## src/rtl/spi_flash_reader.sv

```systemverilog
// spi_flash_reader: fetches one 32-bit word from a mode-0 SPI flash per request.
// Frame on spi_mosi is {READ_CMD, 24-bit address} MSB first, then DUMMY_CYCLES
// turnaround clocks, then 32 data bits from spi_miso. The word is returned
// little-endian: the first byte received from the flash lands in rd_rdata[7:0].
//
// Request handshake: a read is accepted on the clk edge where
// rd_valid && rd_ready. rd_ready is high only in IDLE. rd_addr is sampled only
// on that edge. A request presented while busy is ignored (no queuing).
// rd_rvalid is a one-cycle pulse. rd_rdata holds its value until the next
// transaction completes.
//
// All outputs are registered. The FSM state is kept in the named enum signal
// state_q so checkers can bind to it directly.
module spi_flash_reader #(
  parameter int unsigned CLK_DIV      = 2,
  parameter int unsigned DUMMY_CYCLES = 1,
  parameter logic [7:0]  READ_CMD     = 8'h03,
  parameter int unsigned CS_HIGH      = 2
) (
  input  logic        clk,
  input  logic        RESET,
  input  logic        rd_valid,
  input  logic [23:0] rd_addr,
  output logic        rd_ready,
  output logic [31:0] rd_rdata,
  output logic        rd_rvalid,
  output logic        spi_cs_n,
  output logic        spi_clk,
  output logic        spi_mosi,
  input  logic        spi_miso
);

  typedef enum logic [2:0] {
    IDLE  = 3'd0,
    CMD   = 3'd1,
    DUMMY = 3'd2,
    DATA  = 3'd3,
    GAP   = 3'd4
  } state_t;

  // Last phase count of a half bit period, and of the chip-select high gap.
  localparam logic [7:0] PH_LAST    = 8'(CLK_DIV - 1);
  localparam logic [7:0] GAP_LAST   = 8'(CS_HIGH - 1);
  // The bit counter runs across the whole frame: command, dummy, then data.
  localparam logic [6:0] CMD_LAST   = 7'd31;
  localparam logic [6:0] DUMMY_LAST = 7'(31 + DUMMY_CYCLES);
  localparam logic [6:0] DATA_LAST  = 7'(63 + DUMMY_CYCLES);

  state_t      state_q, state_d;
  logic [7:0]  phase_q, phase_d;     // clk count within a half period, or within GAP
  logic        half_q, half_d;       // 0: low phase, 1: high phase of the bit period
  logic [6:0]  bit_q, bit_d;
  logic [31:0] shift_out_q, shift_out_d;
  logic [31:0] shift_in_q, shift_in_d;
  logic        cs_n_q, cs_n_d;
  logic        sclk_q, sclk_d;
  logic        mosi_q, mosi_d;
  logic        rvalid_q, rvalid_d;
  logic [31:0] rdata_q, rdata_d;
  logic        ready_q;

  // Next-state and next-output logic; every register holds by default.
  always_comb begin
    state_d     = state_q;
    phase_d     = phase_q;
    half_d      = half_q;
    bit_d       = bit_q;
    shift_out_d = shift_out_q;
    shift_in_d  = shift_in_q;
    cs_n_d      = cs_n_q;
    sclk_d      = sclk_q;
    mosi_d      = mosi_q;
    rvalid_d    = 1'b0;
    rdata_d     = rdata_q;

    case (state_q)
      IDLE: begin
        if (rd_valid && ready_q) begin
          state_d     = CMD;
          cs_n_d      = 1'b0;
          sclk_d      = 1'b0;
          half_d      = 1'b0;
          phase_d     = 8'd0;
          bit_d       = 7'd0;
          // The first frame bit goes out with cs_n; the rest is pre-shifted.
          mosi_d      = READ_CMD[7];
          shift_out_d = {READ_CMD[6:0], rd_addr, 1'b0};
          shift_in_d  = 32'd0;
        end
      end

      CMD, DUMMY, DATA: begin
        if (phase_q != PH_LAST) begin
          phase_d = phase_q + 8'd1;
        end else begin
          phase_d = 8'd0;
          if (!half_q) begin
            // End of the low phase: spi_clk rises next, so capture miso now.
            half_d = 1'b1;
            sclk_d = 1'b1;
            if (state_q == DATA) begin
              shift_in_d = {shift_in_q[30:0], spi_miso};
            end
          end else begin
            // End of the bit period.
            half_d = 1'b0;
            sclk_d = 1'b0;
            bit_d  = bit_q + 7'd1;
            case (state_q)
              CMD: begin
                if (bit_q == CMD_LAST) begin
                  mosi_d  = 1'b0;
                  state_d = (DUMMY_CYCLES == 0) ? DATA : DUMMY;
                end else begin
                  mosi_d      = shift_out_q[31];
                  shift_out_d = {shift_out_q[30:0], 1'b0};
                end
              end
              DUMMY: begin
                if (bit_q == DUMMY_LAST) begin
                  state_d = DATA;
                end
              end
              default: begin
                if (bit_q == DATA_LAST) begin
                  state_d  = GAP;
                  cs_n_d   = 1'b1;
                  rvalid_d = 1'b1;
                  rdata_d  = {shift_in_q[7:0], shift_in_q[15:8],
                              shift_in_q[23:16], shift_in_q[31:24]};
                end
              end
            endcase
          end
        end
      end

      GAP: begin
        // cs_n stays high for CS_HIGH cycles before the next request is taken.
        if (phase_q == GAP_LAST) begin
          state_d = IDLE;
          phase_d = 8'd0;
        end else begin
          phase_d = phase_q + 8'd1;
        end
      end

      default: begin
        state_d = IDLE;
        cs_n_d  = 1'b1;
        sclk_d  = 1'b0;
      end
    endcase
  end

  // State and output registers with synchronous reset.
  always_ff @(posedge clk) begin
    if (RESET) begin
      state_q     <= IDLE;
      phase_q     <= 8'd0;
      half_q      <= 1'b0;
      bit_q       <= 7'd0;
      shift_out_q <= 32'd0;
      shift_in_q  <= 32'd0;
      cs_n_q      <= 1'b1;
      sclk_q      <= 1'b0;
      mosi_q      <= 1'b0;
      rvalid_q    <= 1'b0;
      rdata_q     <= 32'd0;
      ready_q     <= 1'b1;
    end else begin
      state_q     <= state_d;
      phase_q     <= phase_d;
      half_q      <= half_d;
      bit_q       <= bit_d;
      shift_out_q <= shift_out_d;
      shift_in_q  <= shift_in_d;
      cs_n_q      <= cs_n_d;
      sclk_q      <= sclk_d;
      mosi_q      <= mosi_d;
      rvalid_q    <= rvalid_d;
      rdata_q     <= rdata_d;
      ready_q     <= (state_d == IDLE);
    end
  end

  assign rd_ready  = ready_q;
  assign rd_rdata  = rdata_q;
  assign rd_rvalid = rvalid_q;
  assign spi_cs_n  = cs_n_q;
  assign spi_clk   = sclk_q;
  assign spi_mosi  = mosi_q;

endmodule

```

## config.mk

```make
export PLATFORM = sky130hd
export DESIGN_NAME = spi_flash_reader
export DESIGN_NICKNAME = d
export VERILOG_FILES = /design/src/rtl/spi_flash_reader.sv
export SDC_FILE = /design/constraint.sdc
export NUM_CORES = 1
export LEC_CHECK = 0
export BUFFER_PORTS_ARGS = -buffer_cell sky130_fd_sc_hd__buf_2
export CAP_MARGIN = 10
export CORE_UTILIZATION = 47
export DETAILED_ROUTE_END_ITERATION = 7
export PLACE_DENSITY = 0.77
export SLEW_MARGIN = 20
export SYNTH_ARGS = -nofsm -noshare
export SYNTH_HDL_FRONTEND = slang
export SYNTH_SLANG_ARGS = --single-unit
```

## constraint.sdc

```tcl
create_clock -name clk -period 4.45 [get_ports clk]
set_input_delay 0.6675 -clock clk [delete_from_list [all_inputs] [get_ports clk]]
set_output_delay 0.6675 -clock clk [all_outputs]
set_load 0.03 [all_outputs]
```

# Yosys cells after proc, flatten, opt, wreduce, memory -nomap -nowiden
# Cells that the tools add are included.
[word_totals]
ff_bits = 120
[classes]
addsub = 2
n_eq_ne = 18
muxes = 44
bitwise_logic = 5
reduce_logical = 17
[op_table]
columns = ["cell", "count"]
rows = [
  ["32-bit 2-to-1 mux", 9],
  ["32-bit case mux with 2 select lines", 2],
  ["8-bit 2-to-1 mux", 3],
  ["8-bit case mux with 3 select lines", 1],
  ["3-bit 2-to-1 mux", 7],
  ["7-bit 2-to-1 mux", 3],
  ["2-bit inequality test (second input constant)", 9],
  ["5-bit AND reduction", 3],
  ["7-bit case mux with 2 select lines", 1],
  ["1-bit 2-to-1 mux", 12],
  ["6-bit AND reduction", 2],
  ["3-bit case mux with 3 select lines", 1],
  ["8-bit by 1-bit adder with 8-bit output (second input constant)", 1],
  ["8-bit by 1-bit == test with 1-bit output (second input constant)", 1],
  ["8-bit by 1-bit inequality test with 1-bit output (second input constant)", 1],
  ["7-bit by 1-bit adder with 7-bit output (second input constant)", 1],
  ["7-bit by 5-bit == test with 1-bit output (second input constant)", 1],
  ["7-bit by 6-bit == test with 1-bit output (second input constant)", 1],
  ["7-bit == test (second input constant)", 1],
  ["3-bit by 2-bit == test with 1-bit output (second input constant)", 2],
  ["3-bit zero test", 2],
  ["1-bit case mux with 3 select lines", 2],
  ["3-bit case mux with 2 select lines", 1],
  ["3-bit AND reduction", 2],
  ["12 further kinds", 17],
]

# Longest topological paths before layout
[depth]
depth_word = 7
mapped_depth = 9
mapped_depth_nobuf = 7

# Worst setup path before layout
# No wires, ideal clock.
[synth_timing]
path_kind = "input-to-reg"
from = "input rd_valid"
to = "register phase_q[1]"
setup_ns = 0.080
arrival_ns = 1.934
t_required_ns = 4.370
setup_slack_ns = 2.437
cell_stages = 5
n_path_buf = 0
path_cell_list = "and4bb_2 > a311oi_4 > nor2_1 > a311o_1 > a211oi_2"
[synth_via]
elab_chain_cells = 3
[synth_rtl]
columns = ["element", "line", "source"]
rows = [
  ["start, declared", "22", "input logic rd_valid,"],
  ["1-bit logical AND", "78", "if (rd_valid && ready_q) begin"],
  ["2-bit inequality test (no source line)", "--", ""],
  ["2-bit AND reduction (no source line)", "--", ""],
  ["end signal, assigned", "173", "phase_q <= phase_d;"],
  ["end, declared", "50", "logic [7:0] phase_q, phase_d;"],
]
# No other way between the ends.
# A chain may end at the register's enable or synchronous reset.

# Final worst setup path
[layout_timing]
from = "register state_q[0]"
to = "register shift_in_q[27]"
[layout_via]
elab_chain_cells = 4
elab_cells_between_ends = 12
[layout_rtl]
columns = ["element", "line", "source"]
rows = [
  ["start, declared", "49", "state_t state_q, state_d;"],
  ["start signal, assigned", "172", "state_q <= state_d;"],
  ["3-bit by 2-bit == test with 1-bit output (tied with other cells)", "76, 101", ""],
  ["3-bit OR reduction", "76", "case (state_q)"],
  ["2-bit inequality test (no source line) or 2-bit nonzero test (tied branches)", "--", ""],
  ["5-bit AND reduction (no source line)", "--", ""],
  ["end signal, assigned", "177", "shift_in_q <= shift_in_d;"],
  ["end, declared", "54", "logic [31:0] shift_in_q, shift_in_d;"],
]
# Parallel ways exist; a longest one is shown, timed or not.

==> impl_metrics.tcl <==
set metrics [dict create \
    final_cell_mix "nand2_1, dfxtp_1, a21oi_1, buf_2, nand3_1" \
    detail-route-antenna-nets 0 \
    dieHeight_um 105 \
    wirelength_mm 10.6 \
    syn_area_um2 4950 \
    cp_max_fo 20 \
    finalSetupTns_ps 0 \
    status "finished, final reports clean" \
    cts_tree "built" \
    grt_max_degree 47 \
    ys_seq_area_share_pct 48.1 \
    pwr-share-comb_pct 11.7 \
    drt_pass1_iterations 5 \
    postCtsResizedCells 0 \
    internal-power_w 0.00210 \
    post_cts_buffers 0 \
    post-route-util_pct 57.4 \
    slowest_delay_ps 670 \
    wl_per_cell_um 13.4 \
    min_path_type "input port to flop" \
    cts.path.max_buffers 2 \
    r2r_slack_ps 1760 \
    p_per_area_nw_per_um2 489 \
    grt_pass1_wl_mm 18.3 \
    hold_viol 0 \
    synth_top_cell_by_area "dfxtp_1" \
    worstRegToRegCells 7 \
    period_needed_ps 2690 \
    final_max_slew_viol_count 0 \
    max_slew_margin_pct 28.4 \
    fmax_mhz 372 \
    grt_pass1_vias 4056 \
    ys_types 54 \
    crit_type "flop to flop" \
    path_clk_slew_ps 60 \
    crit_required_ps 4890 \
    async_flop_share_pct 0 \
    place.gp.congestion 0.840 \
    vias_per_cell 5.48 \
    worstPathCellList "inv_1 > or3_2 > a211oi_4 > buf_6 > buf_4 > nand3_1 > o21ai_0" \
    critPathCaptureType "flop" \
    yosysWarnings 0 \
    drc_errors 0 \
    synthesis.nets 632 \
    final_layout_size_suffix_gt1_share_pct 19.0 \
    cts_hold_buffers 0 \
    final_nets 677 \
    die_w_um 105 \
    p_clk_share_pct 48.3 \
    dp_hpwl_mm 6.58 \
    clkLatencyLatePin_ps 520 \
    gr-usage-all-layers_pct 20.4 \
    worst_slew_pin_slew_ps 1070 \
    synth_edf_count 0 \
    cts_buffers 17 \
    peakVddDrop_mv 0.320 \
    rsz0062_at_grt "false" \
    fillers 926 \
    die_area_um2 11000 \
    start_kind "flop" \
    post-route-period-util_pct 60.3 \
    swShare_pct 27.3 \
    clock_skew_ps 8.40 \
    num_vias 4353 \
    row_count 37 \
    h-tree-depth 4 \
    gr-total-overflow 0 \
    drtIter0Drc 225 \
    port_buffers 64 \
    hold_path_depth 3 \
    ys_ff_latch 119 \
    syn_area_per_cell_um2 8.26 \
    crit_slowest_cell "a211oi_4" \
    ys.flop_type "dfxtp_1" \
    worst_ep_arrival_time_ps 3130 \
    seq_power_share_pct 40.0 \
    syn_inst 600 \
    drv_cap 0 \
    start_util_pct 48.2 \
    root_buffer "clkbuf_8" \
    yosysTopAreaCellShare_pct 48.1 \
    setup_viol 0 \
    antenna_found_initial 0 \
    core_area_um2 10300 \
    synthTopCellsByArea "dfxtp_1, nand2_1, a21oi_1, a311oi_1, nand3_1" \
    diodes 0 \
    final_common_cell "nand2_1" \
    numClockSinks 119 \
    area_growth_pct 19.0 \
    p_switching_w 0.000788 \
    p_leak_nw 2.16 \
    ios 65 \
]
-- per-layer routing --
layer / GRT usage [%] / routed length, um
met3: 6.11 / 434
met1: 24.9 / 4850
met4: 7.44 / 168
met2: 34.0 / 5160
met5: 0 / 0
-- worst max-delay path: cells and delay by family (launching register included) --
family,cells,cell delay (ps)
buf+inv,3,650
compound gates,2,750
flops,1,630
simple gates,2,570
-- per-stage QoR --
stage | cells | setup WS, ps | hold slack (ps) | power, W | instance area (um^2)
2_1_floorplan | 600 | 2440 | 429 | 0.00145 | 4950
3_3_place_gp | 760 | 1560 | 438 | 0.00149 | 5270
3_5_place_dp | 761 | 1550 | 442 | 0.00151 | 5280
6_report | 794 | 1760 | 375 | 0.00288 | 5890
4_1_cts | 793 | 1760 | 366 | 0.00290 | 5880
5_1_grt | 794 | 1540 | 371 | 0.00300 | 5890
-- layout make-up --
type / count / area, um^2 / area share (%)
clock buffer: 17 / 414 / 7.03
clock inverter: 15 / 189 / 3.21
inverter: 6 / 22.5 / 0.382
multi-input combinational: 429 / 2330 / 39.5
sequential: 119 / 2380 / 40.4
tap: 136 / 170 / 2.89
timing repair buffer: 72 / 388 / 6.58
-- power groups by stage --
stage | clock network [W] | registers, W | logic, W
after floorplan | 0 | 0.00117 | 0.000275
after global placement | 0 | 0.00117 | 0.000322
after detailed placement | 0 | 0.00118 | 0.000335
after CTS | 0.00141 | 0.00115 | 0.000337
after global routing | 0.00147 | 0.00116 | 0.000375
final | 0.00139 | 0.00115 | 0.000338
-- cells in the mapped netlist (all sizes together) (2+ instances only) --
master and count:
a211oi 2, a31oi 2, o21ai 43, a21oi 67
buf 18, nor4 2, inv 5, xor2 6
nor4b 4, o221a 2, and2 2, nor2b 2
nand3 39, and3 3, nor3 10, ha 4
or3 4, nand2 149, or2 4, a311oi 24
nand4 11, xnor2 6, clkbuf 28, dfxtp 119
nor2 27, o21a 2
-- flip-flops by register name, summed over array words and instances, names as in the netlist, 3 cells and up --
name	cells
bit_q	7
phase_q	8
rd_rdata	32
shift_in_q	32
shift_out_q	31
state_q	3
-- kinds of logic (layout without fill, tap and decap cells) --
| family | Yosys count | in the layout | synth area share (%) |
|---|---|---|---|
| compound gates | 152 | 152 | 19.5 |
| xor+xnor | 12 | 12 | 2.12 |
| fa+ha+maj | 4 | 4 | 1.01 |
| buf+inv | 52 | 110 | 5.13 |
| flops | 119 | 119 | 48.1 |
| simple gates | 261 | 261 | 24.1 |
-- final timing paths --
kind | start | end
worst min-delay path | spi_miso | shift_in_q[0]$_SDFFE_PP0P_
worst min register to register | rd_rdata[8]$_SDFFE_PP0P_ | rd_rdata[8]$_SDFFE_PP0P_
worst max-delay path | state_q[0]$_SDFF_PP0_ | shift_in_q[27]$_SDFFE_PP0P_
worst max register to register | state_q[0]$_SDFF_PP0_ | shift_in_q[27]$_SDFFE_PP0P_
Note: power is estimated with default switching activity, not from simulation.
